--- src/rtl/data_mem_arb_pkg.sv ---
// Shared types and encodings for the data memory arbiter.
package data_mem_arb_pkg;

    typedef enum logic [1:0] {
        StIdle = 2'b00,
        StOwn0 = 2'b01,
        StOwn1 = 2'b10
    } arb_state_e;

    localparam logic [1:0] OWNER_IDLE = 2'b00;
    localparam logic [1:0] OWNER_M0   = 2'b01;
    localparam logic [1:0] OWNER_M1   = 2'b10;

endpackage

--- src/rtl/rr_grant_fsm.sv ---
// Round-robin grant decision with a bounded burst hold for two requesters.
module rr_grant_fsm
    import data_mem_arb_pkg::*;
#(
    parameter int unsigned MAX_BURST = 4
) (
    input  logic       clk,
    input  logic       rst,
    input  logic       req0,
    input  logic       req1,
    output logic       gnt0,
    output logic       gnt1,
    output logic [1:0] owner
);

    localparam int unsigned CntW = $clog2(MAX_BURST + 1);
    localparam logic [CntW-1:0] MaxCnt = CntW'(MAX_BURST);

    arb_state_e      state_q;
    logic            last_owner_q;
    logic [CntW-1:0] burst_cnt_q;

    always_comb begin
        gnt0 = 1'b0;
        gnt1 = 1'b0;
        if (!rst) begin
            unique case ({req1, req0})
                2'b01: gnt0 = 1'b1;
                2'b10: gnt1 = 1'b1;
                2'b11: begin
                    unique case (state_q)
                        StOwn0: begin
                            gnt0 = (burst_cnt_q < MaxCnt);
                            gnt1 = !(burst_cnt_q < MaxCnt);
                        end
                        StOwn1: begin
                            gnt1 = (burst_cnt_q < MaxCnt);
                            gnt0 = !(burst_cnt_q < MaxCnt);
                        end
                        default: begin
                            // From idle a tie goes to whoever did not own last.
                            gnt0 = last_owner_q;
                            gnt1 = !last_owner_q;
                        end
                    endcase
                end
                default: ;
            endcase
        end
    end

    always_ff @(posedge clk) begin
        if (rst) begin
            state_q      <= StIdle;
            last_owner_q <= 1'b1;
            burst_cnt_q  <= '0;
            owner        <= OWNER_IDLE;
        end else if (gnt0 || gnt1) begin
            if (state_q == (gnt0 ? StOwn0 : StOwn1)) begin
                burst_cnt_q <= (burst_cnt_q == MaxCnt) ? MaxCnt : burst_cnt_q + CntW'(1);
            end else begin
                burst_cnt_q <= CntW'(1);
            end
            state_q      <= gnt0 ? StOwn0 : StOwn1;
            last_owner_q <= gnt1;
            owner        <= gnt0 ? OWNER_M0 : OWNER_M1;
        end else begin
            state_q     <= StIdle;
            burst_cnt_q <= '0;
            owner       <= OWNER_IDLE;
        end
    end

endmodule

--- src/rtl/data_mem_arbiter.sv ---
// Shares one single-port data memory between the CPU (port 0) and a secondary master (port 1).
module data_mem_arbiter
    import data_mem_arb_pkg::*;
#(
    parameter int unsigned DATA_WIDTH = 32,
    parameter int unsigned ADDR_WIDTH = 32,
    parameter int unsigned MAX_BURST  = 4
) (
    input  logic                  clk,
    input  logic                  rst,
    input  logic                  m0_req,
    input  logic                  m0_we,
    input  logic [ADDR_WIDTH-1:0] m0_addr,
    input  logic [DATA_WIDTH-1:0] m0_wd,
    output logic                  m0_gnt,
    output logic                  m0_rvalid,
    output logic [DATA_WIDTH-1:0] m0_rd,
    input  logic                  m1_req,
    input  logic                  m1_we,
    input  logic [ADDR_WIDTH-1:0] m1_addr,
    input  logic [DATA_WIDTH-1:0] m1_wd,
    output logic                  m1_gnt,
    output logic                  m1_rvalid,
    output logic [DATA_WIDTH-1:0] m1_rd,
    output logic                  mem_we,
    output logic                  mem_re,
    output logic [ADDR_WIDTH-1:0] mem_addr,
    output logic [DATA_WIDTH-1:0] mem_wd,
    input  logic [DATA_WIDTH-1:0] mem_rd,
    output logic [1:0]            owner
);

    logic                  gnt0, gnt1;
    logic                  rvalid0_q, rvalid1_q;
    logic [DATA_WIDTH-1:0] rd0_q, rd1_q;

    rr_grant_fsm #(
        .MAX_BURST(MAX_BURST)
    ) u_rr_grant_fsm (
        .clk  (clk),
        .rst  (rst),
        .req0 (m0_req),
        .req1 (m1_req),
        .gnt0 (gnt0),
        .gnt1 (gnt1),
        .owner(owner)
    );

    assign m0_gnt = gnt0;
    assign m1_gnt = gnt1;

    always_comb begin
        mem_we   = 1'b0;
        mem_re   = 1'b0;
        mem_addr = '0;
        mem_wd   = '0;
        if (gnt0) begin
            mem_we   = m0_we;
            mem_re   = !m0_we;
            mem_addr = m0_addr;
            mem_wd   = m0_wd;
        end else if (gnt1) begin
            mem_we   = m1_we;
            mem_re   = !m1_we;
            mem_addr = m1_addr;
            mem_wd   = m1_wd;
        end
    end

    always_ff @(posedge clk) begin
        if (rst) begin
            rvalid0_q <= 1'b0;
            rvalid1_q <= 1'b0;
            rd0_q     <= '0;
            rd1_q     <= '0;
        end else begin
            rvalid0_q <= gnt0 && !m0_we;
            rvalid1_q <= gnt1 && !m1_we;
            if (gnt0 && !m0_we) rd0_q <= mem_rd;
            if (gnt1 && !m1_we) rd1_q <= mem_rd;
        end
    end

    // A read returning while reset is asserted is dropped rather than delivered.
    assign m0_rvalid = rvalid0_q && !rst;
    assign m1_rvalid = rvalid1_q && !rst;
    assign m0_rd     = rd0_q;
    assign m1_rd     = rd1_q;

endmodule
--- config.mk ---
export PLATFORM = sky130hd
export DESIGN_NAME = data_mem_arbiter
export DESIGN_NICKNAME = d
export VERILOG_FILES = /design/src/rtl/data_mem_arb_pkg.sv /design/src/rtl/rr_grant_fsm.sv /design/src/rtl/data_mem_arbiter.sv
export SDC_FILE = /design/constraint.sdc
export NUM_CORES = 1
export LEC_CHECK = 0
export CAP_MARGIN = 20
export CELL_PAD_IN_SITES_DETAIL_PLACEMENT = 0
export CELL_PAD_IN_SITES_GLOBAL_PLACEMENT = 1
export CORE_ASPECT_RATIO = 1.4
export CORE_UTILIZATION = 22
export CTS_BUF_LIST = sky130_fd_sc_hd__clkbuf_8
export CTS_CLUSTER_DIAMETER = 30
export CTS_CLUSTER_SIZE = 24
export DETAILED_ROUTE_END_ITERATION = 8
export PLACE_DENSITY_LB_ADDON = 0.25
export SYNTH_ARGS = -nofsm -noshare
export SYNTH_HDL_FRONTEND = slang
export SYNTH_SLANG_ARGS = --single-unit
--- constraint.sdc ---
create_clock -name clk -period 2.41 [get_ports clk]
set_input_delay 0.482 -clock clk [delete_from_list [all_inputs] [get_ports clk]]
set_output_delay 0.482 -clock clk [all_outputs]
set_load 0.005 [all_outputs]
==> flow_metrics.env, run 1 <==
export IMPL_cp_required_ps=1930
export IMPL_ir_worst_vdd_uv=453.3
export IMPL_nNetsFinal=883
export IMPL_powerDensity_nw_per_um2=476.0
export IMPL_p_total_uw=3590
export IMPL_crit_buf_inv=6
export IMPL_netlist_area_leader_share=0.4020
export IMPL_status="finished with violations"
export IMPL_worstSetupPathType="flip-flop to output pin"
export IMPL_synth_fp_nets=544
export IMPL_path_depth=11
export IMPL_drive_above_1_share=0.2549
export IMPL_antennaDiodeCount=0
export IMPL_synthDistinctLibCells=30
export IMPL_rr_startpoint="u_rr_grant_fsm.state_q[0]"
export IMPL_worst_pin_slew_ps=568.4
export IMPL_fin_cells=914
export IMPL_r2r_slack_ps=80
export IMPL_fin_util=0.4790
export IMPL_final_common_cell="clkdlybuf4s50_1"
export IMPL_gp_congestion=0.7822
export IMPL_min_period_ps=2873
export IMPL_dp_final_hpwl_mm=12.42
export IMPL_worstReg2RegEnd="m1_rd[5]"
export IMPL_grt_pass1_vias=4276
export IMPL_grt_ovfl_total=0
export IMPL_finClkSkew_ps=13.34
export IMPL_die_area_sq_um=16820
export IMPL_ys_warn_count=0
export IMPL_rr_worst_depth=9
export IMPL_slowest_delay_ps=340
export IMPL_cts_hold_fix_buffers=0
export IMPL_drtPass1Iterations=4
export IMPL_seqCellArea_sq_um=1446
export IMPL_design_area_sq_um=7541
export IMPL_fmax_mhz=348.0
export IMPL_rows=54
export IMPL_root_buffer="clkbuf_8"
export IMPL_cts_sinks=72
export IMPL_multi_input_area_sq_um=2014
export IMPL_clk_path_buf_depth=2
export IMPL_crit_start="u_rr_grant_fsm.state_q[1]"
export IMPL_fin_crit_sh=1.192
export IMPL_vias_per_cell=4.556
export IMPL_path_clk_slew_ps=80
export IMPL_setup_viol=67
export IMPL_p_leak_uw=0.003149
export IMPL_crit_top_cell="buf_12"
export IMPL_syn_area_sq_um=3586
export IMPL_pin_count=302
export IMPL_dr_wl_met2_mm=8.817
export IMPL_clk_latency_ps=340
export IMPL_placed_area_sq_um=6888
export IMPL_synthToLayoutAreaGrowth_pct=110.3
export IMPL_drc_errors=0
export IMPL_p_comb_frac=0.318
export IMPL_rsz0062_at_grt="yes"
export IMPL_p_int_uw=2693
export IMPL_hold_viol_final=0
export IMPL_io_buffers=301
export IMPL_relSlewSlack=0.6211
export IMPL_yosysSeqAreaShare=0.4020
export IMPL_cp_cell_sequence="buf_12 > ha_4 > mux2_4 > o2111a_2 > nor2b_4 > buf_12 > buf_12 > buf_16 > buf_6 > a22o_1 > buf_2"
export IMPL_grt_pass1_wl_mm=23.40
export IMPL_die_x_um=109.9
export IMPL_layout_setup_ws_ps=-463.5
export IMPL_p_sw_uw=896.4
export IMPL_routedWlPerCell_um=18.05
export IMPL_hp_class="flip-flop to flip-flop"
export IMPL_critPathTopFamily="buffers and inverters"
export IMPL_met1_length_mm=5.803
export IMPL_power_share_switching=0.2497
export IMPL_crit_path_end_kind="output pin"
export IMPL_vias=4164
export IMPL_slew_viol_final=0
export IMPL_synth_seq_cells=72
export IMPL_pre_cts_slack_ps=-801.0
export IMPL_violations="negative setup slack"
export IMPL_worst_ep_arrival_time_ps=2390
export IMPL_synth_top_cell_by_area="dfxtp_1"
export IMPL_antenna_found_initial=0
export IMPL_start_util=0.2278
export IMPL_htree_num_levels=3
export IMPL_clockPowerShare=0.321
export IMPL_critPathLaunchType="flip-flop"
export IMPL_mostFrequentLayoutCells="230 x clkdlybuf4s50_1, 70 x dfxtp_1, 69 x nand2_1"
export IMPL_synth_cells=374
export IMPL_cp_endpoint="mem_wd[20]"
export IMPL_drt_iter0_markers=183
export IMPL_drt_total_wl_mm=16.50
export IMPL_ant_nets=0
export IMPL_critical_path_peak_fanout=8
export IMPL_synth_avg_cell_area_sq_um=9.588
export IMPL_coreArea_sq_um=15740
export IMPL_dp_cells=866
export IMPL_drv_cap=0
export IMPL_p_seq_frac=0.361
export IMPL_cts_made_buffers=9
export IMPL_cts_tree="yes"
export IMPL_fill_cells=1517
export IMPL_synth_area_top_cells="dfxtp_1 40%, a22o_1 16%, mux2_4 8.8%, nand2_1 7.2%, nor2b_1 6.1%"
export IMPL_track_usage=0.1863
export IMPL_die_height_um=153.1
export IMPL_top_layer="met4"
export IMPL_wl_met3_mm=1.304
export IMPL_grt_max_degree=66
export IMPL_cp_slowest_cell="dfxtp_2"
repair_timing:
action / 4_1_cts / 5_1_grt
pin swaps: 18 / 45
gates resized for setup: 288 / 40
gates cloned: 5 / 7
buffers inserted: 16 / 8
setup endpoints to repair: 102 / 100
worst min-delay path, stage by stage, from the launching register on:
cell	delay [ps]
dfxtp_1	310
nand2_1	50
o21ai_0	60
cell usage after synthesis:
library cell and count:
buf_6 6, buf_8 1, mux2_4 21, a21o_1 2
nand3b_1 3, and3_1 1, clkbuf_1 12, a21oi_1 4
a221o_1 1, and2b_1 1, inv_1 4, a311oi_2 1
o21ai_0 33, a31oi_1 1, buf_1 2, o211ai_1 1
nor2b_2 1, dfxtp_1 72, nand2b_1 3, clkinv_1 1
o2111a_1 3, mux2_2 4, nor2b_1 35, ha_1 4
buf_2 10, nand2_1 69, buf_12 2, nor2_1 2
mux2_1 8, a22o_1 66
stage by stage:
stage                     hold slack, ps  setup TNS (ps)
after CTS                          465.5          -23480
after detailed placement           453.0          -61360
after floorplan                    452.5               0
after global placement             446.2          -56690
after global routing               476.4          -28640
final                              461.0          -23560
cells by family (layout without fill, tap and decap cells):
logic type,after synthesis,count (layout),share of synthesized area
simple gates,115,115,0.1532
compound gates,112,112,0.2373
flops,72,72,0.4020
buf+inv,38,382,0.06804
mux,33,33,0.1256
fa+ha+maj,4,4,0.01396
metal layers:
metal  up-vias  GRT usage
met5         -          0
met4         0    0.07683
met3        26    0.05075
met2       213     0.3565
met1      1915     0.1806
li1       2010          -
power by group through the flow:
| stage | combinational [uW] | sequential (uW) | clock [uW] |
|---|---|---|---|
| detailed placement | 1040 | 1320 | 0 |
| global route | 1220 | 1310 | 1240 |
| CTS | 1090 | 1300 | 1200 |
| global placement | 1030 | 1320 | 0 |
| floorplan | 321 | 1330 | 0 |
| finish | 1140 | 1300 | 1150 |
flip-flops by register name (all words and copies together) (netlist names):
register and count:
m0_rd 32, m1_rd 32, u_rr_grant_fsm.burst_cnt_q 3, u_rr_grant_fsm.state_q 2
rvalid0_q 1, rvalid1_q 1, u_rr_grant_fsm.last_owner_q 1
how the worst min path moves through the flow:
stage / startpoint / end / cells after the start
floorplan: m0_rd[0] / m0_rd[0] / 2
global placement: m0_rd[6] / m0_rd[6] / 2
detailed placement: m0_rd[1] / m0_rd[1] / 2
CTS: m0_rd[1] / m0_rd[1] / 2
global route: m0_rd[30] / m0_rd[30] / 2
finish: m0_rd[10] / m0_rd[10] / 2
layout make-up:
cell class | instances | share of cell area
tap | 196 | 0.03252
clock inverter | 7 | 0.01576
sequential | 72 | 0.1918
clock buffer | 9 | 0.01643
multi-input combinational | 264 | 0.2671
inverter | 5 | 0.002489
timing repair buffer | 361 | 0.4739
(Power assumes the default switching activity.)
==> run 2: changes to the inputs <==
--- a/config.mk
+++ b/config.mk
@@ -5,6 +5,7 @@
 export SDC_FILE = /design/constraint.sdc
 export NUM_CORES = 1
 export LEC_CHECK = 0
+export ABC_AREA = 1
 export CAP_MARGIN = 20
 export CELL_PAD_IN_SITES_DETAIL_PLACEMENT = 0
 export CELL_PAD_IN_SITES_GLOBAL_PLACEMENT = 1
==> run 2 against run 1 <==
  * The run still ends with negative setup slack left
  * Worst setup slack improved by 140 ps
  * Global-route usage about the same
  * Sequential share of layout area fell by 1.7 points
  * Total power grew 1.7%
  * Final area is 9.5% higher
  * Clock skew fell by 8.8 ps
  * Clock power shrank 10%
  * Routed wire length increased by 6.5%
  * Fmax is 5.2% higher
  * Synthesized cell count increased by 48%
  * Sequential power barely moved
  * Critical path depth increased by 2
==> flow_metrics.env, run 2 <==
export IMPL_worst_pin_slew_ps=662.8
export IMPL_status="finished with violations"
export IMPL_antenna_found_initial=1
export IMPL_setup_viol=64
export IMPL_path_clk_slew_ps=70
export IMPL_start_util=0.2261
export IMPL_worstSetupPathType="input pin to output pin"
export IMPL_worst_ep_arrival_time_ps=2250
export IMPL_fin_crit_sh=1.133
export IMPL_io_buffers=301
export IMPL_netlist_area_leader_share=0.3648
export IMPL_p_leak_uw=0.003925
export IMPL_critPathLaunchType="input pin"
export IMPL_grt_ovfl_total=0
export IMPL_crit_path_end_kind="output pin"
export IMPL_critPathTopFamily="buffers and inverters"
export IMPL_drtPass1Iterations=4
export IMPL_clk_path_buf_depth=2
export IMPL_syn_area_sq_um=3951
export IMPL_synth_edf_count=0
export IMPL_slowest_delay_ps=450
export IMPL_rows=57
export IMPL_grt_pass1_vias=4871
export IMPL_dp_final_hpwl_mm=12.45
export IMPL_ys_warn_count=0
export IMPL_nNetsFinal=1073
export IMPL_cts_made_buffers=9
export IMPL_cp_required_ps=1930
export IMPL_synthToLayoutAreaGrowth_pct=109.0
export IMPL_gp_congestion=0.8186
export IMPL_cts_hold_fix_buffers=0
export IMPL_rsz0062_at_grt="yes"
export IMPL_cts_sinks=72
export IMPL_clk_latency_ps=340
export IMPL_drv_cap=0
export IMPL_hp_class="flip-flop to flip-flop"
export IMPL_crit_top_cell="nand2_4"
export IMPL_grt_max_degree=66
export IMPL_yosysSeqAreaShare=0.3648
export IMPL_drive_above_1_share=0.3216
export IMPL_synth_most_common_cell="nand2_1"
export IMPL_vias_per_cell=4.141
export IMPL_violations="negative setup slack"
export IMPL_synth_common_cells="287 x nand2_1, 72 x dfxtp_1, 56 x o21ai_1"
export IMPL_layout_setup_ws_ps=-321.4
export IMPL_cp_slowest_cell="clkdlybuf4s50_1"
export IMPL_synth_area_top_cells="dfxtp_1 36%, nand2_1 27%, nand2_4 15%, o21ai_1 7.1%, buf_12 3.0%"
export IMPL_die_height_um=160.6
export IMPL_grt_pass1_wl_mm=26.34
export IMPL_slew_viol_final=0
export IMPL_mostFrequentLayoutCells="232 x clkdlybuf4s50_1, 222 x nand2_1, 70 x dfxtp_1"
export IMPL_powerDensity_nw_per_um2=442.0
export IMPL_track_usage=0.1866
export IMPL_crit_buf_inv=7
export IMPL_ir_worst_vdd_uv=397.7
export IMPL_routedWlPerCell_um=15.34
export IMPL_synth_ff_type="dfxtp_1"
export IMPL_cts_tree="yes"
export IMPL_min_period_ps=2731
export IMPL_synth_top_cell_by_area="dfxtp_1"
export IMPL_synth_cells=553
export IMPL_fill_cells=1724
export IMPL_drt_total_wl_mm=17.57
export IMPL_final_common_cell="clkdlybuf4s50_1"
export IMPL_fmax_mhz=366.1
export IMPL_htree_num_levels=3
export IMPL_drc_errors=0
export IMPL_vias=4742
export IMPL_root_buffer="clkbuf_8"
export IMPL_die_x_um=115.3
export IMPL_pin_count=302
export IMPL_synth_avg_cell_area_sq_um=7.145
export IMPL_finClkSkew_ps=4.585
export IMPL_ant_nets=0
export IMPL_synth_seq_cells=72
export IMPL_critical_path_peak_fanout=6
export IMPL_async_flop_share=0
export IMPL_cp_cell_sequence="clkdlybuf4s50_1 > or2_1 > nand2_4 > nand2_4 > nand2_4 > inv_8 > buf_12 > buf_12 > buf_12 > buf_8 > nand2_4 > nand2_2 > buf_2"
export IMPL_hold_viol_final=0
export IMPL_fin_cells=1145
export IMPL_synth_fp_nets=723
export IMPL_synthDistinctLibCells=23
export IMPL_whs_ps=470.1
export IMPL_drt_iter0_markers=144
export IMPL_die_area_sq_um=18510
export IMPL_coreArea_sq_um=17470
export IMPL_dp_cells=1079
export IMPL_relSlewSlack=0.5581
run 2: cell count changes in the layout (fill, tap and decap cells not counted), sizes merged, moves of 4 or more:
cell         change
mux2            -33
nand2          +271
inv             +15
a22o            -66
clkbuf           -8
nor2b           -36
nor2             +4
dlygate4sd2      -4
o21ai           +33
nand3            +7
buf             +24
run 2: worst reg2reg max path, stage by stage, from the launching register on:
cell and delay (ps):
dfxtp_2 350, buf_6 110, ha_4 130, inv_1 40
nand2_1 60, nand3_2 90, nand2_2 90, nand3_4 90
buf_6 140, nor2_4 100, buf_4 110, buf_4 490
o21ai_0 210
run 2: power breakdown:
group	internal [uW]	total (uW)	switching, uW
registers	1260	1300	40.6
clock network	599	1030	435
logic	777	1310	534
run 2: per-stage QoR:
stage | power (uW) | setup TNS, ps | util | area, sq um | worst slack, ps
2_1_floorplan | 1685 | 0 | - | 3951 | 277.4
3_3_place_gp | 2424 | -32410 | 0.4164 | 7276 | -561.9
4_1_cts | 3681 | -12500 | 0.4665 | 8150 | -307.6
3_5_place_dp | 2436 | -33430 | 0.4164 | 7276 | -592.7
5_1_grt | 3854 | -17210 | 0.4727 | 8259 | -403.4
6_report | 3650 | -10370 | 0.4727 | 8259 | -321.4
run 2: layout make-up:
| class | instances | area [sq um] | share of cell area |
|---|---|---|---|
| sequential | 72 | 1446 | 0.1751 |
| multi-input combinational | 427 | 2451 | 0.2968 |
| clock inverter | 6 | 76.32 | 0.009241 |
| timing repair buffer | 374 | 3754 | 0.4545 |
| tap | 236 | 295.3 | 0.03575 |
| antenna | 1 | 2.502 | 0.0003030 |
| inverter | 19 | 96.34 | 0.01166 |
| clock buffer | 10 | 137.6 | 0.01666 |
run 2: final timing paths:
path              slack (ps)                 startpoint         end  depth (start not counted)
setup / recovery        -320                     m1_req  mem_wd[17]                         13
hold / removal           470                   m1_rd[2]    m1_rd[2]                          2
setup reg to reg         250  u_rr_grant_fsm.state_q[0]    m1_rd[6]                         12
hold reg to reg          470                   m1_rd[2]    m1_rd[2]                          2
run 2: metal layers:
| layer | GRT usage | vias to the layer above | part of all wire |
|---|---|---|---|
| met1 | 0.1905 | 2130 | 0.37 |
| met5 | 0 | - | 0 |
| met3 | 0.08528 | 10 | 0.12 |
| met4 | 0.04604 | 0 | 0.0085 |
| met2 | 0.3393 | 194 | 0.51 |
| li1 | - | 2408 | - |
run 2: cells by family (layout without fill, tap and decap cells):
logic type / count (synthesis) / in the layout / share of synthesized area
DFF: 72 / 72 / 0.3648
other: 0 / 1 / 0
adders and majority gates: 4 / 4 / 0.01267
AOI/OAI and AO/OA: 69 / 69 / 0.08803
buffers and inverters: 54 / 409 / 0.09468
and+or+nand+nor: 354 / 354 / 0.4398
run 2: timing repair:
item,CTS,global route
setup buffers,43,6
pin swaps,38,17
gates cloned,7,0
endpoints found under the setup margin,68,67
gates resized for setup,385,48
==> run 3: changes to the inputs <==
--- a/config.mk
+++ b/config.mk
@@ -5,12 +5,11 @@
 export SDC_FILE = /design/constraint.sdc
 export NUM_CORES = 1
 export LEC_CHECK = 0
-export ABC_AREA = 1
 export CAP_MARGIN = 20
 export CELL_PAD_IN_SITES_DETAIL_PLACEMENT = 0
 export CELL_PAD_IN_SITES_GLOBAL_PLACEMENT = 1
 export CORE_ASPECT_RATIO = 1.4
-export CORE_UTILIZATION = 22
+export CORE_UTILIZATION = 24
 export CTS_BUF_LIST = sky130_fd_sc_hd__clkbuf_8
 export CTS_CLUSTER_DIAMETER = 30
 export CTS_CLUSTER_SIZE = 24
@@ -18,4 +17,5 @@
 export PLACE_DENSITY_LB_ADDON = 0.25
 export SYNTH_ARGS = -nofsm -noshare
 export SYNTH_HDL_FRONTEND = slang
+export SYNTH_HIERARCHICAL = 1
 export SYNTH_SLANG_ARGS = --single-unit
==> run 3 against run 2 <==
  * The flow still finishes with violations (negative setup slack)
  * Non-clock buffer count decreased by 6
  * Largest cell class unchanged
  * Largest power group is now sequential cells
  * Die area fell by 11%
  * Combinational power decreased by 8%
  * Global-route usage grew 6.3 points
  * Total power is 1.4% lower
  * Final area decreased by 2.4%
  * Critical path depth decreased by 1
  * Critical endpoint is now mem_wd[4]
  * Area after synthesis fell by 3.4%
  * Highest routed layer unchanged
  * Sequential share of layout area grew 0.45 points
  * Sequential power fell by 3%
  * Sequential cell count unchanged
==> flow_metrics.env, run 3 <==
export IMPL_fin_crit_sh=1.257
export IMPL_powerDensity_nw_per_um2=446.4
export IMPL_vias_per_cell=4.658
export IMPL_p_total_uw=3600
export IMPL_worst_ep_arrival_time_ps=2550
export IMPL_cp_slowest_cell="or3b_4"
export IMPL_synth_most_common_cell="nand2b_1"
export IMPL_yosysSeqAreaShare=0.3777
export IMPL_netlist_area_leader_share=0.3777
export IMPL_critical_path_peak_fanout=4
export IMPL_setup_viol=68
export IMPL_coreArea_sq_um=15540
export IMPL_ant_nets=0
export IMPL_dp_cells=876
export IMPL_synth_common_cells="99 x nand2b_1, 72 x dfxtp_1, 68 x mux2i_1"
export IMPL_cts_made_buffers=9
export IMPL_synth_fp_nets=552
export IMPL_slew_viol_final=0
export IMPL_cts_hold_fix_buffers=0
export IMPL_routedWlPerCell_um=22.48
export IMPL_grt_pass1_wl_mm=29.00
export IMPL_crit_start="u_rr_grant_fsm/state_q[0]"
export IMPL_design_area_sq_um=8064
export IMPL_critPathTopFamily="buffers and inverters"
export IMPL_synth_area_top_cells="dfxtp_1 38%, mux2i_1 18%, nand2b_1 16%, a22o_1 14%, buf_4 1.8%"
export IMPL_rr_worst_depth=10
export IMPL_mostFrequentLayoutCells="232 x clkdlybuf4s50_1, 98 x nand2b_1, 70 x dfxtp_1"
export IMPL_rows=54
export IMPL_die_height_um=151.2
export IMPL_path_clk_slew_ps=80
export IMPL_vias=4327
export IMPL_crit_top_cell="buf_12"
export IMPL_slowest_delay_ps=380
export IMPL_crit_buf_inv=7
export IMPL_placed_area_sq_um=7218
export IMPL_synth_avg_cell_area_sq_um=9.990
export IMPL_hp_class="flip-flop to flip-flop"
export IMPL_synth_seq_cells=72
export IMPL_fill_cells=1440
export IMPL_worstReg2RegEnd="m0_rd[23]"
export IMPL_min_period_ps=3029
export IMPL_clk_latency_ps=350
export IMPL_dp_final_hpwl_mm=14.92
export IMPL_drt_total_wl_mm=20.89
export IMPL_drt_iter0_markers=198
export IMPL_hold_path_depth=2
export IMPL_grt_pass1_vias=4652
export IMPL_nNetsFinal=897
export IMPL_violations="negative setup slack"
export IMPL_crit_path_end_kind="output pin"
export IMPL_start_util=0.2456
export IMPL_p_leak_uw=0.003440
export IMPL_grt_ovfl_total=0
export IMPL_drive_above_1_share=0.2486
export IMPL_critPathLaunchType="flip-flop"
export IMPL_pre_cts_slack_ps=-890.3
export IMPL_antenna_found_initial=0
export IMPL_die_x_um=108.6
export IMPL_cp_required_ps=1930
export IMPL_layout_setup_ws_ps=-619.4
export IMPL_async_flop_share=0
export IMPL_rsz0062_at_grt="yes"
export IMPL_synth_cells=382
export IMPL_worstSetupPathType="flip-flop to output pin"
export IMPL_clk_path_buf_depth=2
export IMPL_grt_max_degree=101
export IMPL_cp_cell_sequence="inv_4 > ha_4 > or3b_4 > o211ai_4 > nor2b_4 > buf_6 > buf_8 > buf_12 > buf_16 > buf_12 > a22o_1 > buf_2"
export IMPL_syn_area_sq_um=3816
export IMPL_final_common_cell="clkdlybuf4s50_1"
export IMPL_relSlewSlack=0.6424
export IMPL_root_buffer="clkbuf_8"
export IMPL_drv_cap=0
export IMPL_htree_num_levels=3
export IMPL_cts_sinks=72
export IMPL_pin_count=302
export IMPL_synth_edf_count=0
export IMPL_die_area_sq_um=16420
export IMPL_ir_worst_vdd_uv=323.3
export IMPL_synth_top_cell_by_area="dfxtp_1"
export IMPL_worst_pin_slew_ps=536.5
export IMPL_synthToLayoutAreaGrowth_pct=111.3
export IMPL_drc_errors=0
export IMPL_synthDistinctLibCells=31
export IMPL_io_buffers=301
export IMPL_min_to="m1_rd[20]"
export IMPL_synth_ff_type="dfxtp_1"
export IMPL_rr_startpoint="u_rr_grant_fsm/state_q[1]"
export IMPL_r2r_slack_ps=260
export IMPL_cts_tree="yes"
export IMPL_gp_congestion=0.8504
export IMPL_finClkSkew_ps=7.175
export IMPL_track_usage=0.2494
export IMPL_ys_warn_count=6
export IMPL_hold_viol_final=0
export IMPL_hold_start="m1_rd[20]"
export IMPL_status="finished with violations"
export IMPL_drtPass1Iterations=4
export IMPL_fmax_mhz=330.1
export IMPL_fin_cells=929
==> run 3: cell types whose count changed in the layout (fill, tap and decap cells not counted), sizes merged, moves of 14 or more <==
| cell | change |
|---|---|
| o21ai | -61 |
| nand2 | -334 |
| nand2b | +99 |
| mux2i | +68 |
| a22o | +63 |
| buf | -14 |
==> run 3: worst reg2reg max path: stages (launching register included) <==
cell,delay (ps)
dfxtp_4,390
inv_2,50
ha_2,170
mux2_4,270
mux2i_1,170
a21o_2,190
inv_4,50
buf_4,130
nand2b_1,100
buf_4,310
mux2i_1,250
==> run 3: per-layer routing <==
metal	wire, um	global-route usage
met4	448	0.09257
met5	0	0
met2	10300	0.4437
met1	7884	0.2687
met3	2252	0.08649
==> run 3: cell type report <==
cell class,count,area (sq um),share of cell area
diodes,1,2.502,0.0003103
clock buffers,9,123.9,0.01536
clock inverters,7,111.4,0.01381
inverters,7,31.28,0.003879
multi-input cells,269,2331,0.2891
flip-flops and latches,72,1449,0.1797
well taps,196,245.2,0.03041
repair buffers,368,3770,0.4675
==> run 3: cell families after synthesis <==
group,after synthesis,synth area share
DFF,72,0.3777
adders and majority gates,4,0.01312
and+or+nand+nor,119,0.1954
muxes,69,0.1813
AOI/OAI and AO/OA,77,0.1698
buffers and inverters,41,0.06262
==> run 3: report_power, final <==
part           internal [uW]  switching [uW]  leakage [uW]
logic                    756             439       0.00273
registers               1230            28.5      0.000586
clock network            680             462      0.000120
==> run 3: repair_timing <==
| action | CTS | global route |
|---|---|---|
| setup buffers | 22 | 5 |
| cloned | 12 | 0 |
| gates resized for setup | 310 | 11 |
| pin swaps | 38 | 23 |
| endpoints found under the setup margin | 68 | 69 |
==> run 3: how the worst max path moves through the flow <==
stage                     cells after the start  slack, ps      endpoint
after floorplan                              11        0.7   mem_addr[0]
after global placement                        7       -890  mem_addr[31]
after detailed placement                      7       -890  mem_addr[27]
after CTS                                    12       -640  mem_addr[17]
after global routing                         14       -710  mem_addr[22]
final                                        12       -620     mem_wd[4]
==> run 3: per-stage QoR <==
step | hold WS [ps] | utilization | TNS, ps
2_1_floorplan | 465.0 | - | 0
3_3_place_gp | 459.5 | 0.4645 | -53060
3_5_place_dp | 463.9 | 0.4645 | -53900
4_1_cts | 481.6 | 0.5190 | -36250
5_1_grt | 495.5 | 0.5188 | -40290
6_report | 477.2 | 0.5189 | -34670
